## src/rtl/branch_predictor.sv

```systemverilog
// Branch direction predictor: a table of saturating counters indexed by PC (bimodal) or by PC
// XOR global history (gshare), with one FD->X pipeline stage and resolution statistics.
module branch_predictor #(
    parameter int unsigned LINES     = 32,
    parameter int unsigned CNT_BITS  = 2,
    parameter int unsigned HIST_BITS = 5,
    parameter int unsigned MODE      = 1
) (
    input  logic        clk,
    input  logic        rst,
    input  logic        bp_enable,
    input  logic [31:0] pc_guess,
    input  logic        is_br_guess,
    input  logic        stall,
    input  logic        is_br_check,
    input  logic        br_taken,
    output logic        pred_taken,
    output logic        mispredict,
    output logic [31:0] br_count,
    output logic [31:0] mispred_count
);

    localparam int unsigned IDX = $clog2(LINES);
    localparam logic [CNT_BITS-1:0] CNT_MAX  = '1;
    localparam logic [CNT_BITS-1:0] CNT_INIT = CNT_BITS'((1 << (CNT_BITS - 1)) - 1);
    localparam bit PRED_ON = (MODE != 0);
    localparam bit GSHARE  = (MODE == 2);

    if (LINES < 2 || (LINES & (LINES - 1)) != 0) begin : g_bad_lines
        $error("branch_predictor: LINES must be a power of two >= 2");
    end
    if (CNT_BITS < 1) begin : g_bad_cnt
        $error("branch_predictor: CNT_BITS must be >= 1");
    end
    if (HIST_BITS < 1 || HIST_BITS > IDX) begin : g_bad_hist
        $error("branch_predictor: HIST_BITS must be in 1..log2(LINES)");
    end
    if (MODE > 2) begin : g_bad_mode
        $error("branch_predictor: MODE must be 0, 1 or 2");
    end

    logic [CNT_BITS-1:0]  cnt_table [LINES];
    logic [HIST_BITS-1:0] ghr_q, ghr_d;
    logic [IDX-1:0]       idx_g, idx_x_q, hist_ext;
    logic                 pred_x_q;
    logic [31:0]          br_count_q, mispred_count_q;
    logic                 resolve, update;
    logic [CNT_BITS-1:0]  cnt_cur, cnt_next;
    logic                 unused_pc;

    assign unused_pc = ^{pc_guess[31:IDX+2], pc_guess[1:0]};

    // Word-aligned PC bits select the entry; gshare folds history into the low bits.
    always_comb begin
        hist_ext = '0;
        hist_ext[HIST_BITS-1:0] = ghr_q;
        idx_g = pc_guess[IDX+1:2];
        if (GSHARE) begin
            idx_g = idx_g ^ hist_ext;
        end
    end

    // Read is from the registered table, so a same-cycle update to this index is not seen.
    assign pred_taken = bp_enable & is_br_guess & PRED_ON & cnt_table[idx_g][CNT_BITS-1];

    assign resolve    = bp_enable & is_br_check;
    assign update     = resolve & PRED_ON;
    assign mispredict = resolve & (pred_x_q != br_taken);

    always_comb begin
        cnt_cur  = cnt_table[idx_x_q];
        cnt_next = cnt_cur;
        if (br_taken) begin
            if (cnt_cur != CNT_MAX) begin
                cnt_next = cnt_cur + CNT_BITS'(1);
            end
        end else begin
            if (cnt_cur != '0) begin
                cnt_next = cnt_cur - CNT_BITS'(1);
            end
        end
    end

    always_comb begin
        ghr_d = ghr_q;
        if (update && GSHARE) begin
            ghr_d = (ghr_q << 1) | HIST_BITS'(br_taken);
        end
    end

    always_ff @(posedge clk) begin
        if (rst) begin
            for (int unsigned i = 0; i < LINES; i++) begin
                cnt_table[i] <= CNT_INIT;
            end
        end else if (update) begin
            cnt_table[idx_x_q] <= cnt_next;
        end
    end

    // The FD->X register advances even with the predictor disabled.
    always_ff @(posedge clk) begin
        if (rst) begin
            idx_x_q  <= '0;
            pred_x_q <= 1'b0;
        end else if (!stall) begin
            idx_x_q  <= idx_g;
            pred_x_q <= pred_taken;
        end
    end

    always_ff @(posedge clk) begin
        if (rst) begin
            ghr_q <= '0;
        end else begin
            ghr_q <= ghr_d;
        end
    end

    always_ff @(posedge clk) begin
        if (rst) begin
            br_count_q      <= '0;
            mispred_count_q <= '0;
        end else begin
            if (resolve) begin
                br_count_q <= br_count_q + 32'd1;
            end
            if (mispredict) begin
                mispred_count_q <= mispred_count_q + 32'd1;
            end
        end
    end

    assign br_count      = br_count_q;
    assign mispred_count = mispred_count_q;

endmodule
```

## config.mk

```make
export PLATFORM = sky130hd
export DESIGN_NAME = branch_predictor
export DESIGN_NICKNAME = d
export VERILOG_FILES = /design/src/rtl/branch_predictor.sv
export SDC_FILE = /design/constraint.sdc
export NUM_CORES = 1
export LEC_CHECK = 0
export CORE_MARGIN = 5
export CORE_UTILIZATION = 68
export CTS_BUF_LIST = sky130_fd_sc_hd__clkbuf_4 sky130_fd_sc_hd__clkbuf_8 sky130_fd_sc_hd__clkbuf_16
export CTS_CLUSTER_SIZE = 40
export DETAILED_ROUTE_END_ITERATION = 12
export DONT_BUFFER_PORTS = 1
export PLACE_DENSITY = 0.95
export SYNTH_ARGS = -nofsm -noshare
export SYNTH_HDL_FRONTEND = slang
export SYNTH_SLANG_ARGS = --single-unit
export TNS_END_PERCENT = 5
```

## constraint.sdc

```tcl
create_clock -name clk -period 5.22 [get_ports clk]
set_clock_uncertainty 0.05 [all_clocks]
set_input_delay 1.044 -clock clk [delete_from_list [all_inputs] [get_ports clk]]
set_output_delay 1.044 -clock clk [all_outputs]
set_load 0.02 [all_outputs]
```

; ---- Word-level counts from Yosys, hierarchy flattened
; Memory sizes are Yosys's and may differ from the RTL's. A register that Yosys moved wholly into a read port is not among the register bits.
; Index checks and enable logic that the tools add are counted.
[word_totals]
inputBits = 39
word_cells = 30
ff_bits = 70
out_inout_bits = 66
mem_bits_rw = 64
latch_bits = 0
n_memories = 1
rom_bits = 0
[memory_table]
columns = memory, depth, width, rd, rd_clocked_by_memory_dff, write_ports, line_no
row1 = cnt_table, 32, 2, 2, 1, 32, 42  ; logic [CNT_BITS-1:0] cnt_table [LINES];
[op_classes]
bitwise = 4
shifts = 0
magnitude_cmp = 0
n_eq_ne = 2
n_addsub = 4
n_mux = 13
multipliers = 0
n_div = 0
n_reduce_logical = 2
[op_table]
columns = op, n
row1 = $add 32x1->32 const B, 2
row2 = $mux 5, 3
row3 = $mux 2, 4
row4 = $mux 1, 6
row5 = $and 1x1->1, 4
row6 = $add 2x1->2 const B, 1
row7 = $ne 2x2->1 const B, 1
row8 = $reduce_bool 2->1, 1
row9 = $reduce_or 2->1, 1
row10 = $sub 2x1->2 const B, 1
row11 = $ne 1x1->1, 1

; ---- Depth between registers and ports, before layout
; Gate-level depths: netlist (run 1).
[depth]
word_depth = 6
ltp_mapped = 10
mapped_depth_nobuf = 7

; ---- Worst setup path after synthesis (run 1)
; Ideal clock, no wire load.
[synth_path]
path_kind = in2out
from = input port pc_guess[2]
to = output port pred_taken
path_stages = 7
t_required_ns = 4.126
arrival_time_ns = 2.586
slack_ns = 1.540
path_buffers = 1
cell_sequence = buf_2 > mux4_2 > nor2b_1 > a2111oi_0 > a31oi_1 > o31ai_1 > nor2_1
[synth_between]
elab_chain_cells = 2
[synth_lines]
columns = element, line_no
row1 = "start, declared", 12  ; input logic [31:0] pc_guess,
row2 = $mem_v2 32x2, n/a
row3 = $and 1x1->1, 64  ; assign pred_taken = bp_enable & is_br_guess & PRED_ON & cnt_table[idx_g][CNT_BITS-1];
row4 = "end, declared", 17  ; output logic pred_taken,
; No other way between the ends.

; ---- Worst setup path in the final report (run 1)
; Ends and elaborated chain as after synthesis.

==> reports/metrics.yaml, run 1 <==
timing:
  setup_tns_ns: 0
  maxSlewHeadroom: 0.322
  timing.final.crit_period_ns: 3.63
  fmax_ghz: 0.276
  worst_slack_ns: 1.59
  fin_crit_sh: 0.695
  drv_slew: 0
  finalHoldViolCount: 0
  setup-violations-final: 0
  worstMarginPinSlew_ns: 1.02
  rsz0062_at_grt: "false"
routing:
  drt-initial-drc-count: 518
  routed_wl_um: 16300
  drt-wirelength-per-cell_um: 19.9
  num_vias: 5307
  drc: 0
  detail-route-antenna-nets: 0
  dr.pass1.iters: 5
  viasPerCell: 6.48
final_layout:
  seqCellArea_mm2: 0.00342
  drive_gt1_frac: 0.114
  n_antenna_cell: 0
  mostFrequentLayoutCell: "nor2_1"
  mostFrequentLayoutCells: "97 x nor2_1, 74 x dfxtp_1, 64 x edfxtp_1, 63 x nand2_1, 43 x nand3_1"
  stdcell_area_mm2: 0.00738
  multi_input_area_mm2: 0.00316
  layout.nets: 714
  fillers: 625
  area_delta_synth_final_pct: 8.08
  utilization: 0.755
grt:
  grt_remaining_overflow: 0
  grt_pass1_wl_um: 26700
  grt_max_degree: 107
  grt_pass1_vias: 5432
  antenna_found_initial: 0
  track_usage: 0.288
clock_network:
  cts-hold-fix-buffers: 0
  cts_resized: 0
  clk_latency_ns: 0.53
  cts_root_buf: "clkbuf_8"
  clock_path_buffers: 2
  htreeDepth: 4
  clkSlewWorstSetupHoldPaths_ns: 0.06
  cts_setup_buffers: 0
  cts_tree: "yes"
  cts_buffers: 17
  cts_num_sinks: 139
critical_path:
  r2r-end: "cnt_table[28][1]$_SDFFCE_PN0P_"
  endpoint_kind: "output pin"
  r2r_setup_slack_ns: 1.98
  crit_fanout: 9
  crit_end: "pred_taken"
  slowest_delay_ns: 0.48
  critical_path.cell_chain: "mux4_2 > mux2_2 > o31ai_1 > nor2_1"
  criticalPathCategory: "input pin to output pin"
  cp_data_arrival_time_ns: 2.53
  crit_path_start_kind: "input pin"
  cpMaxStageDelayCell: "mux4_2"
  cp-startpoint: "pc_guess[2]"
  cp.required_ns: 4.13
  r2r_cells: 7
power_and_ir_drop:
  p_per_area_mw_per_mm2: 335
  p_leak_nw: 2.38
  ir_drop_v: 0.000230
yosys:
  async_flop_share: 0
  yosys_warnings: 0
  yosysSeqAreaShare: 0.501
  synth_edf_count: 64
  synth_nets: 734
  synth.avg_cell_area_um2: 9.86
  synth_seq_cells: 139
  syn_inst: 693
  synth_area_mm2: 0.00683
  synthFlopType: "dfxtp_1"
  synth_cell_types: 55
floorplanning:
  initial_utilization: 0.699
  coreArea_mm2: 0.00977
  die_w_um: 110
  io_pins: 105
  rows: 36
  die_h_um: 110
  dieArea_mm2: 0.0121
placed_design:
  pre_cts_slack_ns: 1.62
  io_buffers: 0
  placed_cell_area_mm2: 0.00680
  place_congestion: 0.908
  dp_hpwl_um: 10600
run_status:
  status: "complete, no violations"
flow_run:
  drv_cap: 0
hold_path:
  hold_class: "input pin to flip-flop"
## synthesized netlist by cell type (all sizes together) (11+ instances only)
master | number | share of area
nor2 | 98 | 0.054
dfxtp | 75 | 0.22
edfxtp | 64 | 0.28
nand2 | 64 | 0.036
nand3 | 44 | 0.033
mux2i | 40 | 0.059
clkbuf | 26 | 0.014
a21oi | 25 | 0.018
xor2 | 25 | 0.032
o21ai | 22 | 0.016
nand2b | 20 | 0.018
or3 | 20 | 0.018
nor3 | 19 | 0.021
or2 | 19 | 0.017
xnor2 | 18 | 0.023
nand4 | 16 | 0.015
buf | 14 | 0.016
a22oi | 12 | 0.013
inv | 11 | 0.0060
## stage by stage
step                      hold WS [ns]  power [W]  instances
after floorplan                  0.486    0.00133        693
after global placement           0.496    0.00132        787
after detailed placement         0.506    0.00133        787
after CTS                        0.517    0.00248        819
after global routing             0.505    0.00255        819
final                            0.532    0.00248        819
## power by group
part	internal, W	total, W	leakage [nW]	switching, W
Combinational	0.0000492	0.000133	0.918	0.0000838
Sequential	0.00115	0.00118	1.16	0.0000277
Clock	0.000719	0.00116	0.299	0.000443
Total	0.00192	0.00248	2.38	0.000555
## how the worst min path moves through the flow
stage                                      from                        end  depth (start not counted)
after global placement    pred_x_q$_SDFFE_PP0N_      pred_x_q$_SDFFE_PP0N_                          3
final                                       rst   br_count[7]$_SDFFE_PP0N_                          1
after floorplan           pred_x_q$_SDFFE_PP0N_      pred_x_q$_SDFFE_PP0N_                          3
after CTS                                   rst  br_count[31]$_SDFFE_PP0N_                          1
after global routing                        rst  br_count[14]$_SDFFE_PP0N_                          1
after detailed placement  pred_x_q$_SDFFE_PP0N_      pred_x_q$_SDFFE_PP0N_                          3
## registers in the layout (all words and copies together), names as in the netlist, named ones only
signal	flops
idx_x_q	5
mispred_count	32
pred_x_q	1
br_count	32
cnt_table	64
## layout make-up
cell class / instances / area share
clock buffer: 27 / 0.0751
clock inverter: 5 / 0.00356
sequential: 139 / 0.464
multi-input combinational: 503 / 0.428
tap: 133 / 0.0225
timing repair buffer: 1 / 0.00102
inverter: 11 / 0.00559
## cell families after synthesis
logic type | count (synthesis) | synth area share
simple gates | 338 | 0.254
fa+ha+maj | 4 | 0.00696
mux | 49 | 0.0866
xor+xnor | 43 | 0.0551
compound gates | 69 | 0.0594
flops | 139 | 0.501
buf+inv | 51 | 0.0368
## layer usage
layer  up-vias  GRT usage  part of all wire
met5         -          0                 0
met4         0      0.124             0.023
met3        40      0.102              0.11
met2       295      0.479              0.51
met1      2562      0.339              0.36
li1       2410          -                 -
## critical path: cells and delay by family
kind,cells,cell delay (ns)
AO/OA/AOI/OAI,1,0.47
multiplexers,2,0.76
AND/OR/NAND/NOR,1,0.24
Power figures use the tool's default switching activity.
==> run 2, diff against run 1 <==
CORE_UTILIZATION = 57   (was 68)
PLACE_DENSITY = 0.87   (was 0.95)
clock period = 2.95 ns   (was 5.22 ns; I/O delays follow)
==> reports/metrics.yaml, run 2 (synthesis gave the netlist of run 1 again) <==
critical_path:
  criticalPathCategory: "flip-flop to output pin"
  r2r_setup_slack_ns: 0.46
  critical_path.cell_chain: "mux4_2 > a2111oi_2 > a31oi_1 > o31ai_1 > buf_4 > nor2_1"
  r2r_cells: 9
  slowest_delay_ns: 0.52
  cp_data_arrival_time_ns: 2.19
  r2r-end: "cnt_table[31][0]$_SDFFCE_PN1P_"
  crit_path_start_kind: "flip-flop"
  endpoint_kind: "output pin"
  cp.required_ns: 2.31
  cpMaxStageDelayCell: "mux4_2"
  crit_fanout: 2
routing:
  detail-route-antenna-nets: 0
  drt-initial-drc-count: 421
  drt-wirelength-per-cell_um: 19.2
  drc: 0
  viasPerCell: 6.29
  num_vias: 5328
  routed_wl_um: 16300
  dr.pass1.iters: 6
hold_path:
  hold_depth: 1
  hold_path.startpoint: "rst"
  min_to: "br_count[2]$_SDFFE_PP0N_"
  hold_class: "input pin to flip-flop"
placed_design:
  dp_hpwl_um: 10700
  post-place-cells: 811
  io_buffers: 0
  pre_cts_slack_ns: 0.185
  place_congestion: 0.918
floorplanning:
  die_h_um: 119
  die_w_um: 119
  rows: 40
  io_pins: 105
  coreArea_mm2: 0.0119
  initial_utilization: 0.576
  dieArea_mm2: 0.0143
grt:
  grt_pass1_vias: 5456
  grt_max_degree: 107
  grt_remaining_overflow: 0
  track_usage: 0.232
  grt_pass1_wl_um: 26400
  antenna_found_initial: 0
timing:
  finalHoldViolCount: 0
  drv_slew: 0
  timing.final.crit_period_ns: 2.83
  setup-violations-final: 0
  setup_tns_ns: 0
  fmax_ghz: 0.354
  worstMarginPinSlew_ns: 0.807
  rsz0062_at_grt: "false"
  maxSlewHeadroom: 0.458
  fin_crit_sh: 0.958
  worst_slack_ns: 0.125
clock_network:
  cts_tree: "yes"
  htreeDepth: 4
  clkSlewWorstSetupHoldPaths_ns: 0.06
  clock_path_buffers: 2
  clk_latency_ns: 0.42
  cts_buffers: 17
  cts_num_sinks: 139
  cts_root_buf: "clkbuf_16"
power_and_ir_drop:
  p_clk_frac: 0.466
  switchingPower_w: 0.000996
  ir_drop_v: 0.000429
  p_leak_nw: 2.46
  p_seq_frac: 0.468
  power.internal_w: 0.00344
  p_comb_frac: 0.065
  p_per_area_mw_per_mm2: 588
  swShare: 0.224
final_layout:
  layout.nets: 728
  area_delta_synth_final_pct: 10.6
  regMostFlops: "cnt_table"
  final_cells: 847
  drive_gt1_frac: 0.133
  n_antenna_cell: 0
  mostFrequentLayoutCells: "97 x nor2_1, 74 x dfxtp_1, 64 x edfxtp_1, 63 x nand2_1, 43 x nand3_1"
  mostFrequentLayoutCell: "nor2_1"
  largest_reg_flops: 64
  fillers: 823
  utilization: 0.637
flow_run:
  drv_cap: 0
run_status:
  status: "complete, no violations"
[run 2: area by class of cell]
cell class                 count  area [um^2]  area share
inverter                      11         41.3     0.00547
timing repair buffer          15          150      0.0199
multi-input combinational    503         3170       0.419
tap                          147          184      0.0244
sequential                   139         3420       0.453
clock inverter                10         85.1      0.0113
clock buffer                  22          499      0.0661
[run 2: worst max-delay path: cells and delay by family, from the launching register on]
kind                   cells  cell delay, ns
AO/OA/AOI/OAI              3            0.56
buffers and inverters      1            0.18
flip-flops                 1            0.39
multiplexers               1            0.52
AND/OR/NAND/NOR            1            0.11
[run 2: stage by stage]
| stage | instance area (um^2) | hold slack, ns | power, W |
|---|---|---|---|
| 2_1_floorplan | 6830 | 0.486 | 0.00235 |
| 3_3_place_gp | 6930 | 0.496 | 0.00238 |
| 3_5_place_dp | 6930 | 0.510 | 0.00239 |
| 4_1_cts | 7520 | 0.179 | 0.00444 |
| 5_1_grt | 7550 | 0.174 | 0.00457 |
| 6_report | 7550 | 0.192 | 0.00444 |
[run 2: power groups by stage]
stage | sequential (W) | combinational, W | clock (W)
6_report | 0.00208 | 0.000289 | 0.00207
4_1_cts | 0.00208 | 0.000280 | 0.00209
3_3_place_gp | 0.00212 | 0.000262 | 0
5_1_grt | 0.00208 | 0.000306 | 0.00218
3_5_place_dp | 0.00212 | 0.000274 | 0
2_1_floorplan | 0.00210 | 0.000246 | 0
[run 2: metal layers]
layer	up-vias	GRT usage	share of wire
met5	-	0	0
met4	0	0.0916	0.027
met3	53	0.0973	0.12
met2	300	0.406	0.51
met1	2538	0.248	0.35
li1	2437	-	-
[run 2: how the worst max path moves through the flow]
stage                             startpoint    endpoint  slack [ns]  cells past startpoint
6_report       cnt_table[7][1]$_SDFFCE_PN0P_  pred_taken        0.12                      6
3_3_place_gp                     pc_guess[2]  pred_taken        0.30                      7
2_1_floorplan                    pc_guess[2]  pred_taken        0.18                      7
3_5_place_dp                     pc_guess[2]  pred_taken        0.19                      7
5_1_grt        cnt_table[6][1]$_SDFFCE_PN0P_  pred_taken        0.04                      6
4_1_cts        cnt_table[1][1]$_SDFFCE_PN0P_  pred_taken        0.03                      7
[run 2: timing repair]
| action | in CTS | in global routing |
|---|---|---|
| hold buffers | 0 | 0 |
| resized for setup | 2 | 0 |
| buffers inserted | 0 | 4 |
| pin swaps | 0 | 1 |
| hold endpoints to repair | 0 | 0 |
| gates cloned | 0 | 0 |
| setup endpoints to repair | 1 | 1 |
